**src/rtl/mult_pkg.sv**
```systemverilog
// -----------------------------------------------------------------------------
// mult_pkg
// Shared definitions for the round-robin multiplier scheduler:
//   - state_t   : scheduler FSM states (IDLE, RUN, DONE)
//   - MULT_W    : default operand width
//   - MAX_REQ   : widest request vector the search function handles
//   - rr_search : cyclic priority search starting at a pointer
// -----------------------------------------------------------------------------
package mult_pkg;

    localparam int MULT_W  = 8;
    localparam int MAX_REQ = 8;

    typedef enum logic [1:0] {
        IDLE = 2'd0,
        RUN  = 2'd1,
        DONE = 2'd2
    } state_t;

    // Returns 1 when any of the low n bits of req is set; idx receives the
    // first set index at or after ptr, wrapping past n-1 back to 0.
    // Candidates are scanned from farthest to nearest so the nearest hit is
    // the one left in idx.
    function automatic logic rr_search(input  logic [MAX_REQ-1:0] req,
                                       input  int                 n,
                                       input  int                 ptr,
                                       output int                 idx);
        logic found;
        int   cand;
        found = 1'b0;
        idx   = 0;
        for (int k = MAX_REQ - 1; k >= 0; k--) begin
            if (k < n) begin
                cand = ptr + k;
                if (cand >= n) begin
                    cand = cand - n;
                end
                if (req[3'(cand)]) begin
                    found = 1'b1;
                    idx   = cand;
                end
            end
        end
        return found;
    endfunction

endpackage

```
**src/rtl/mult_rr_sched_if.sv**
```systemverilog
// -----------------------------------------------------------------------------
// mult_rr_sched_if
// Request and response channels between client blocks and the shared
// multiplier scheduler.
//   req_valid  : per-requester request valid
//   req_a/b    : packed operands, requester i at [i*W +: W]
//   req_ready  : one-hot accept strobe from the scheduler
//   resp_valid : product available
//   resp_ready : consumer accepts product
//   resp_data  : unsigned product, 2*W bits
//   resp_id    : index of the requester owning resp_data
// master = client side, slave = scheduler side.
// -----------------------------------------------------------------------------
interface mult_rr_sched_if
    import mult_pkg::*;
#(
    parameter int NREQ = 4,
    parameter int W    = MULT_W
);
    localparam int IDW = $clog2(NREQ);

    logic [NREQ-1:0]   req_valid;
    logic [NREQ*W-1:0] req_a;
    logic [NREQ*W-1:0] req_b;
    logic [NREQ-1:0]   req_ready;
    logic              resp_valid;
    logic              resp_ready;
    logic [2*W-1:0]    resp_data;
    logic [IDW-1:0]    resp_id;

    modport master (
        output req_valid, req_a, req_b, resp_ready,
        input  req_ready, resp_valid, resp_data, resp_id
    );

    modport slave (
        input  req_valid, req_a, req_b, resp_ready,
        output req_ready, resp_valid, resp_data, resp_id
    );

endinterface

```
**src/rtl/mult_rr_arbiter.sv**
```systemverilog
// -----------------------------------------------------------------------------
// mult_rr_arbiter
// Purely combinational round-robin pick.
//   req       : request vector
//   rr_ptr    : index with highest priority this cycle
//   grant     : one-hot winner (all zero when nothing requests)
//   grant_idx : encoded winner index
//   grant_any : at least one request present
// The pointer register lives in the parent.
// -----------------------------------------------------------------------------
module mult_rr_arbiter
    import mult_pkg::*;
#(
    parameter int NREQ = 4
) (
    input  logic [NREQ-1:0]          req,
    input  logic [$clog2(NREQ)-1:0]  rr_ptr,
    output logic [NREQ-1:0]          grant,
    output logic [$clog2(NREQ)-1:0]  grant_idx,
    output logic                     grant_any
);

    localparam int IDW = $clog2(NREQ);

    // NOTE: every output gets a default before any conditional assignment,
    // so no path through the block leaves a value held (no latch).
    always_comb begin
        int pick;
        pick      = 0;
        grant     = '0;
        grant_idx = '0;
        grant_any = rr_search(MAX_REQ'(req), NREQ, int'(rr_ptr), pick);
        for (int i = 0; i < NREQ; i++) begin
            if (grant_any && (pick == i)) begin
                grant[i]  = 1'b1;
                grant_idx = IDW'(i);
            end
        end
    end

endmodule

```
**src/rtl/mult_rr_sched.sv**
```systemverilog
// -----------------------------------------------------------------------------
// mult_rr_sched
// Shares one sequential shift-add multiplier between NREQ requesters.
// A round-robin pick in IDLE latches the winner's operands, RUN performs
// exactly W add/shift iterations, and DONE holds the tagged product on the
// response channel until the consumer takes it.
//   clk  : clock, rising edge
//   rst  : synchronous active-high reset
//   bus  : mult_rr_sched_if slave (request and response channels)
//   busy : high in RUN and DONE
// -----------------------------------------------------------------------------
module mult_rr_sched
    import mult_pkg::*;
#(
    parameter int NREQ = 4,
    parameter int W    = MULT_W
) (
    input  logic           clk,
    input  logic           rst,
    mult_rr_sched_if.slave bus,
    output logic           busy
);

    localparam int IDW = $clog2(NREQ);
    localparam int CW  = $clog2(W + 1);

    state_t          state;
    state_t          state_nx;
    logic [IDW-1:0]  rr_ptr;
    logic [IDW-1:0]  id;
    logic [NREQ-1:0] grant;
    logic [IDW-1:0]  grant_idx;
    logic            grant_any;
    logic [W-1:0]    a_sel;
    logic [W-1:0]    b_sel;
    logic [2*W-1:0]  reg_a;
    logic [W-1:0]    reg_b;
    logic [2*W-1:0]  acc;
    logic [CW-1:0]   cnt;

    mult_rr_arbiter #(.NREQ(NREQ)) u_arb (
        .req       (bus.req_valid),
        .rr_ptr    (rr_ptr),
        .grant     (grant),
        .grant_idx (grant_idx),
        .grant_any (grant_any)
    );

    assign a_sel = bus.req_a[int'(grant_idx) * W +: W];
    assign b_sel = bus.req_b[int'(grant_idx) * W +: W];

    // Response channel is a direct view of the held datapath state.
    assign bus.resp_valid = (state == DONE);
    assign bus.resp_data  = acc;
    assign bus.resp_id    = id;
    assign busy           = (state != IDLE);

    always_ff @(posedge clk) begin
        if (rst) begin
            state <= IDLE;
        end else begin
            state <= state_nx;
        end
    end

    // Grants are offered only in IDLE and never during reset. DONE always
    // returns to IDLE first, so a new grant cannot bypass that cycle.
    always_comb begin
        state_nx      = state;
        bus.req_ready = '0;
        case (state)
            IDLE: begin
                if (!rst) begin
                    bus.req_ready = grant;
                end
                if (grant_any) begin
                    state_nx = RUN;
                end
            end
            RUN: begin
                if (cnt == CW'(1)) begin
                    state_nx = DONE;
                end
            end
            DONE: begin
                if (bus.resp_ready) begin
                    state_nx = IDLE;
                end
            end
            default: state_nx = IDLE;
        endcase
    end

    // NOTE: the datapath registers are few and narrow, so all of them are
    // reset; this keeps resp_data/resp_id at zero after reset and discards
    // any partial product when reset lands mid-operation.
    always_ff @(posedge clk) begin
        if (rst) begin
            rr_ptr <= '0;
            id     <= '0;
            reg_a  <= '0;
            reg_b  <= '0;
            acc    <= '0;
            cnt    <= '0;
        end else begin
            // NOTE: non-blocking assignments so every register samples the
            // values from before this edge, e.g. the add uses the old reg_a
            // while reg_a shifts in the same cycle.
            case (state)
                IDLE: begin
                    if (grant_any) begin
                        reg_a <= {{W{1'b0}}, a_sel};
                        reg_b <= b_sel;
                        acc   <= '0;
                        cnt   <= CW'(W);
                        id    <= grant_idx;
                        if (grant_idx == IDW'(NREQ - 1)) begin
                            rr_ptr <= '0;
                        end else begin
                            rr_ptr <= grant_idx + IDW'(1);
                        end
                    end
                end
                RUN: begin
                    // Fixed W iterations regardless of operand values.
                    if (reg_b[0]) begin
                        acc <= acc + reg_a;
                    end
                    reg_a <= reg_a << 1;
                    reg_b <= reg_b >> 1;
                    cnt   <= cnt - CW'(1);
                end
                default: ;
            endcase
        end
    end

endmodule

```
**src/flat_wrapper.sv**
```systemverilog
// flat-port wrapper written by rule: the top's interface ports become plain ports
module mult_rr_sched_flat import mult_pkg::*;
#(
    parameter int NREQ = 4,
    parameter int W    = MULT_W
)
  (clk, rst, busy, bus_req_valid, bus_req_a, bus_req_b, bus_resp_ready, bus_req_ready, bus_resp_valid, bus_resp_data, bus_resp_id);
  mult_rr_sched_if #(.NREQ(NREQ), .W(W)) bus_i ();
  input  logic clk;
  input  logic rst;
  output logic busy;
  input wire logic [$bits(bus_i.req_valid)-1:0] bus_req_valid;
  input wire logic [$bits(bus_i.req_a)-1:0] bus_req_a;
  input wire logic [$bits(bus_i.req_b)-1:0] bus_req_b;
  input wire logic [$bits(bus_i.resp_ready)-1:0] bus_resp_ready;
  output wire logic [$bits(bus_i.req_ready)-1:0] bus_req_ready;
  output wire logic [$bits(bus_i.resp_valid)-1:0] bus_resp_valid;
  output wire logic [$bits(bus_i.resp_data)-1:0] bus_resp_data;
  output wire logic [$bits(bus_i.resp_id)-1:0] bus_resp_id;
  assign bus_i.req_valid = bus_req_valid;
  assign bus_i.req_a = bus_req_a;
  assign bus_i.req_b = bus_req_b;
  assign bus_i.resp_ready = bus_resp_ready;
  assign bus_req_ready = bus_i.req_ready;
  assign bus_resp_valid = bus_i.resp_valid;
  assign bus_resp_data = bus_i.resp_data;
  assign bus_resp_id = bus_i.resp_id;
  mult_rr_sched #(.NREQ(NREQ), .W(W)) u_core (.clk(clk), .rst(rst), .bus(bus_i), .busy(busy));
endmodule
```
**config.mk**
```make
export PLATFORM = sky130hd
export DESIGN_NAME = mult_rr_sched_flat
export DESIGN_NICKNAME = d
export VERILOG_FILES = /design/src/rtl/mult_pkg.sv /design/src/rtl/mult_rr_sched_if.sv /design/src/rtl/mult_rr_arbiter.sv /design/src/rtl/mult_rr_sched.sv /design/src/flat_wrapper.sv
export SDC_FILE = /design/constraint.sdc
export NUM_CORES = 1
export LEC_CHECK = 0
export ABC_AREA = 1
export BUFFER_PORTS_ARGS = -buffer_cell sky130_fd_sc_hd__buf_2
export CAP_MARGIN = 20
export CELL_PAD_IN_SITES_DETAIL_PLACEMENT = 1
export CELL_PAD_IN_SITES_GLOBAL_PLACEMENT = 1
export CORE_MARGIN = 8
export CORE_UTILIZATION = 37
export DETAILED_ROUTE_END_ITERATION = 16
export PLACE_DENSITY_LB_ADDON = 0.1
export SLEW_MARGIN = 20
export SYNTH_ARGS = -nofsm -noshare
export SYNTH_HDL_FRONTEND = slang
export SYNTH_SLANG_ARGS = --single-unit
export TNS_END_PERCENT = 50
```
**constraint.sdc**
```tcl
create_clock -name clk -period 3 [get_ports clk]
set_clock_uncertainty 0.05 [all_clocks]
set_input_delay 0.6 -clock clk [delete_from_list [all_inputs] [get_ports clk]]
set_output_delay 0.6 -clock clk [all_outputs]
set_load 0.01 [all_outputs]
```
==> tab_implementation.tex <==
\begin{tabular}{lr}
\hline
Metric & Value \\
\hline
\multicolumn{2}{l}{\textbf{Critical path}} \\
Register-to-register setup slack & 0.35 ns \\
Sort of element at the end of the critical path & primary output \\
Number of cell instances on the worst register-to-register path & 16 \\
Capturing point of the worst reg2reg path & u\_core.reg\_a[5] \\
Crit path required time & 2.35 ns \\
CP Max Fanout & 8 \\
Start of the worst register-to-register path & u\_core.rr\_ptr[0] \\
Arrival time reported for the critical path endpoint & 2.16 ns \\
Worst setup SP type & flop \\
CP Class & reg2out \\
\multicolumn{2}{l}{\textbf{Layout}} \\
Multi-input combinational cell area & 2301 um\^{}2 \\
Layout cell share with drive strength beyond 1 & 20.78\% \\
Area growth, synth to finish & 20.62\% \\
Area taken by flip-flops and latches & 1002 um\^{}2 \\
Layout fillers & 1377 \\
Antenna cell count & 0 \\
Most common cell after layout, fill and taps aside & nand2\_1 \\
Commonest cells after routing, fill and taps aside & 153 x nand2\_1, 94 x buf\_2, 78 x inv\_1 \\
Final net count & 781 \\
\multicolumn{2}{l}{\textbf{Global routing}} \\
Global-route wire length before repair & 20.41 mm \\
GR Util met2 & 34.68\% \\
Total global-route track usage & 18.59\% \\
Layer with the highest usage & met2 \\
Routing usage on met1 & 21.25\% \\
Number of antenna violations at the first check in global routing & 0 \\
Via count of the first global-routing pass & 4416 \\
Largest net degree at the start of global routing & 48 \\
Remaining Overflow, GRT & 0 \\
Met3 layer usage reported by global route & 2.970\% \\
\multicolumn{2}{l}{\textbf{Placed design}} \\
Post-detailed-placement half-perimeter wirelength & 9.828 mm \\
Port bufs & 94 \\
Gp weighted congestion & 0.8776 \\
Post-Place Setup Slack & 0.1816 ns \\
\multicolumn{2}{l}{\textbf{Detailed routing}} \\
Ratio of routed vias to standard cells & 5.012 \\
Via total after detailed routing & 4115 \\
Avg WL per Cell & 14.89 um \\
Final wirelength & 12.23 mm \\
DRT antenna net count & 0 \\
Drc violations & 0 \\
Detailed-router iteration count before antenna repair & 4 \\
Initial DRC count & 134 \\
\multicolumn{2}{l}{\textbf{Floorplanning}} \\
Die boundary width & 115.9 um \\
Starting density of the core & 37.92\% \\
Core Box Area & 9729 um\^{}2 \\
I/O pin count & 95 \\
Y dimension of the die & 115.9 um \\
\# rows & 36 \\
Die area & 13420 um\^{}2 \\
\multicolumn{2}{l}{\textbf{Clocking}} \\
H-tree depth & 2 \\
Resize count post-CTS & 1 \\
Source-to-sink clock delay at the later pin of the worst-skew pair & 0.30 ns \\
Number of hold buffers added after cts & 0 \\
CTS clk-pin slew, worst paths & 0.10 ns \\
Number of sinks driven by the clock tree & 50 \\
TritonCTS clock tree & done \\
Num CTS Buffers & 5 \\
Master cell of the clock root buffer & clkbuf\_8 \\
Post-CTS setup repair buffer count & 0 \\
Clock Path Buffers & 2 \\
\multicolumn{2}{l}{\textbf{Power and ir drop}} \\
Total power per unit cell area & 854.0 nW/um\^{}2 \\
Worst IR drop on VDD & 0.0009799 V \\
Pleak & 2.350 nW \\
\multicolumn{2}{l}{\textbf{STA}} \\
Min Clock Period, post-route & 2.814 ns \\
Unrepaired setup endpoints after global routing & false \\
Max-slew violation count & 0 \\
Relative slew margins & 65.55\% \\
Aggregate negative setup slack & 0 ns \\
Count of final hold-check violations & 0 \\
Worst setup margin & 0.1858 ns \\
Worst-Margin Slew & 0.5136 ns \\
Period utilization & 93.81\% \\
Highest clock frequency the design can meet & 355.3 MHz \\
Number of failing setup endpoints in the final timing report & 0 \\
\multicolumn{2}{l}{\textbf{Logic synthesis}} \\
Cell area after synthesis & 3690 um\^{}2 \\
Dominant synthesized flop cell & dfxtp\_1 \\
Number of enable-type register cells in the synthesized netlist & 0 \\
Number of nets in the synthesized netlist & 689 \\
Gate count of the mapped netlist & 595 \\
Synthesized area per cell & 6.201 um\^{}2 \\
Syn. warnings & 0 \\
Register area share after synthesis & 27.13\% \\
Proportion of synthesized flip-flops having asynchronous set or reset & 0\% \\
Synthesis-stage register bit count & 50 \\
Number of distinct standard cells referenced by the synthesized netlist & 36 \\
\multicolumn{2}{l}{\textbf{Status}} \\
Status & completed \\
\multicolumn{2}{l}{\textbf{Hold path}} \\
Worst hold-check path type & reg2reg \\
Hold path startpoint & u\_core.reg\_a[9] \\
Worst Hold Path Cells & 2 \\
Endpoint, Worst Hold & u\_core.reg\_a[10] \\
\multicolumn{2}{l}{\textbf{Flow run}} \\
Maximum Capacitance Violations & 0 \\
\hline
\end{tabular}
## worst max-delay path: stages (launching register included)
cell and delay (ns):
dfxtp_2 0.36, inv_4 0.07, ha_4 0.29, inv_1 0.05, nand3_1 0.11, nand3_2 0.13, nand2_1 0.09, nand3_1 0.17
nand2_2 0.19, nand3_1 0.12, nor2_1 0.12, buf_2 0.14
## metrics by stage
step           hold WS, ns  power, W  utilization (%)  cell area, um^2  cells
2_1_floorplan       0.4057  0.002675                -             3690    595
6_report            0.4426  0.003801            45.74             4451    821
3_3_place_gp        0.4221  0.003233            44.35             4315    813
5_1_grt             0.4633  0.004179            45.74             4451    821
3_5_place_dp        0.4346  0.003320            44.35             4315    813
4_1_cts             0.4502  0.003798            45.50             4427    821
## cell usage after synthesis, types with 6 or more instances
cell type	n	share of area [%]
inv_1	79	8.0
dfxtp_1	50	27
nor3b_1	9	1.8
o21ai_0	25	3.4
o21bai_1	6	1.2
nand2_1	156	16
clkbuf_1	10	1.0
o22ai_1	10	1.7
nor3_1	7	0.95
nor2_1	63	6.4
inv_2	6	0.61
nand3_1	49	6.6
buf_2	7	0.95
ha_1	22	7.5
a21oi_1	52	7.1
## registers in the layout, summed over array words and instances (netlist names)
| name | count |
|---|---|
| u_core.cnt | 4 |
| u_core.state | 2 |
| u_core.rr_ptr | 2 |
| u_core.reg_b | 8 |
| u_core.bus.resp_id | 2 |
| u_core.reg_a | 16 |
| u_core.bus.resp_data | 16 |
## how the worst max path moves through the flow
| stage | slack [ns] | start | end | depth (start not counted) |
|---|---|---|---|---|
| 6_report | 0.19 | u_core.rr_ptr[0] | bus_req_ready[1] | 11 |
| 3_5_place_dp | 0.18 | u_core.rr_ptr[0] | u_core.reg_a[7] | 16 |
| 4_1_cts | 0.05 | u_core.rr_ptr[0] | bus_req_ready[1] | 12 |
| 3_3_place_gp | 0.23 | bus_req_valid[3] | u_core.reg_a[7] | 14 |
| 5_1_grt | 0.003 | u_core.rr_ptr[1] | bus_req_ready[2] | 13 |
| 2_1_floorplan | 0.21 | u_core.rr_ptr[0] | bus_req_ready[3] | 12 |
## power breakdown
part           switching (W)  internal (W)  total, W
Sequential         0.0000768      0.000797  0.000874
Clock               0.000252      0.000191  0.000443
Combinational        0.00167      0.000811   0.00248
Total                0.00200       0.00180   0.00380
## kinds of logic (layout without fill, tap and decap cells)
group,after synthesis,after routing,share of synthesized area (%)
xor+xnor,4,4,0.9494
fa+ha+maj,23,23,8.003
flops,50,50,27.13
simple gates,304,304,36.05
compound gates,107,107,16.34
buf+inv,107,200,11.53
## metal layers
| layer | wire length [um] | vias up | share of wire (%) |
|---|---|---|---|
| li1 | - | 2099 | - |
| met1 | 5478 | 1930 | 45 |
| met3 | 408 | 14 | 3.3 |
| met4 | 197 | 0 | 1.6 |
| met2 | 6142 | 72 | 50 |
| met5 | 0 | - | 0 |
## cell type report
| cell class | count | area share (%) |
|---|---|---|
| multi-input combinational | 438 | 51.70 |
| sequential | 50 | 22.52 |
| timing repair buffer | 105 | 12.43 |
| inverter | 87 | 7.394 |
| tap | 133 | 3.739 |
| clock buffer | 6 | 1.855 |
| clock inverter | 2 | 0.3655 |
Power figures use the tool's default switching activity.
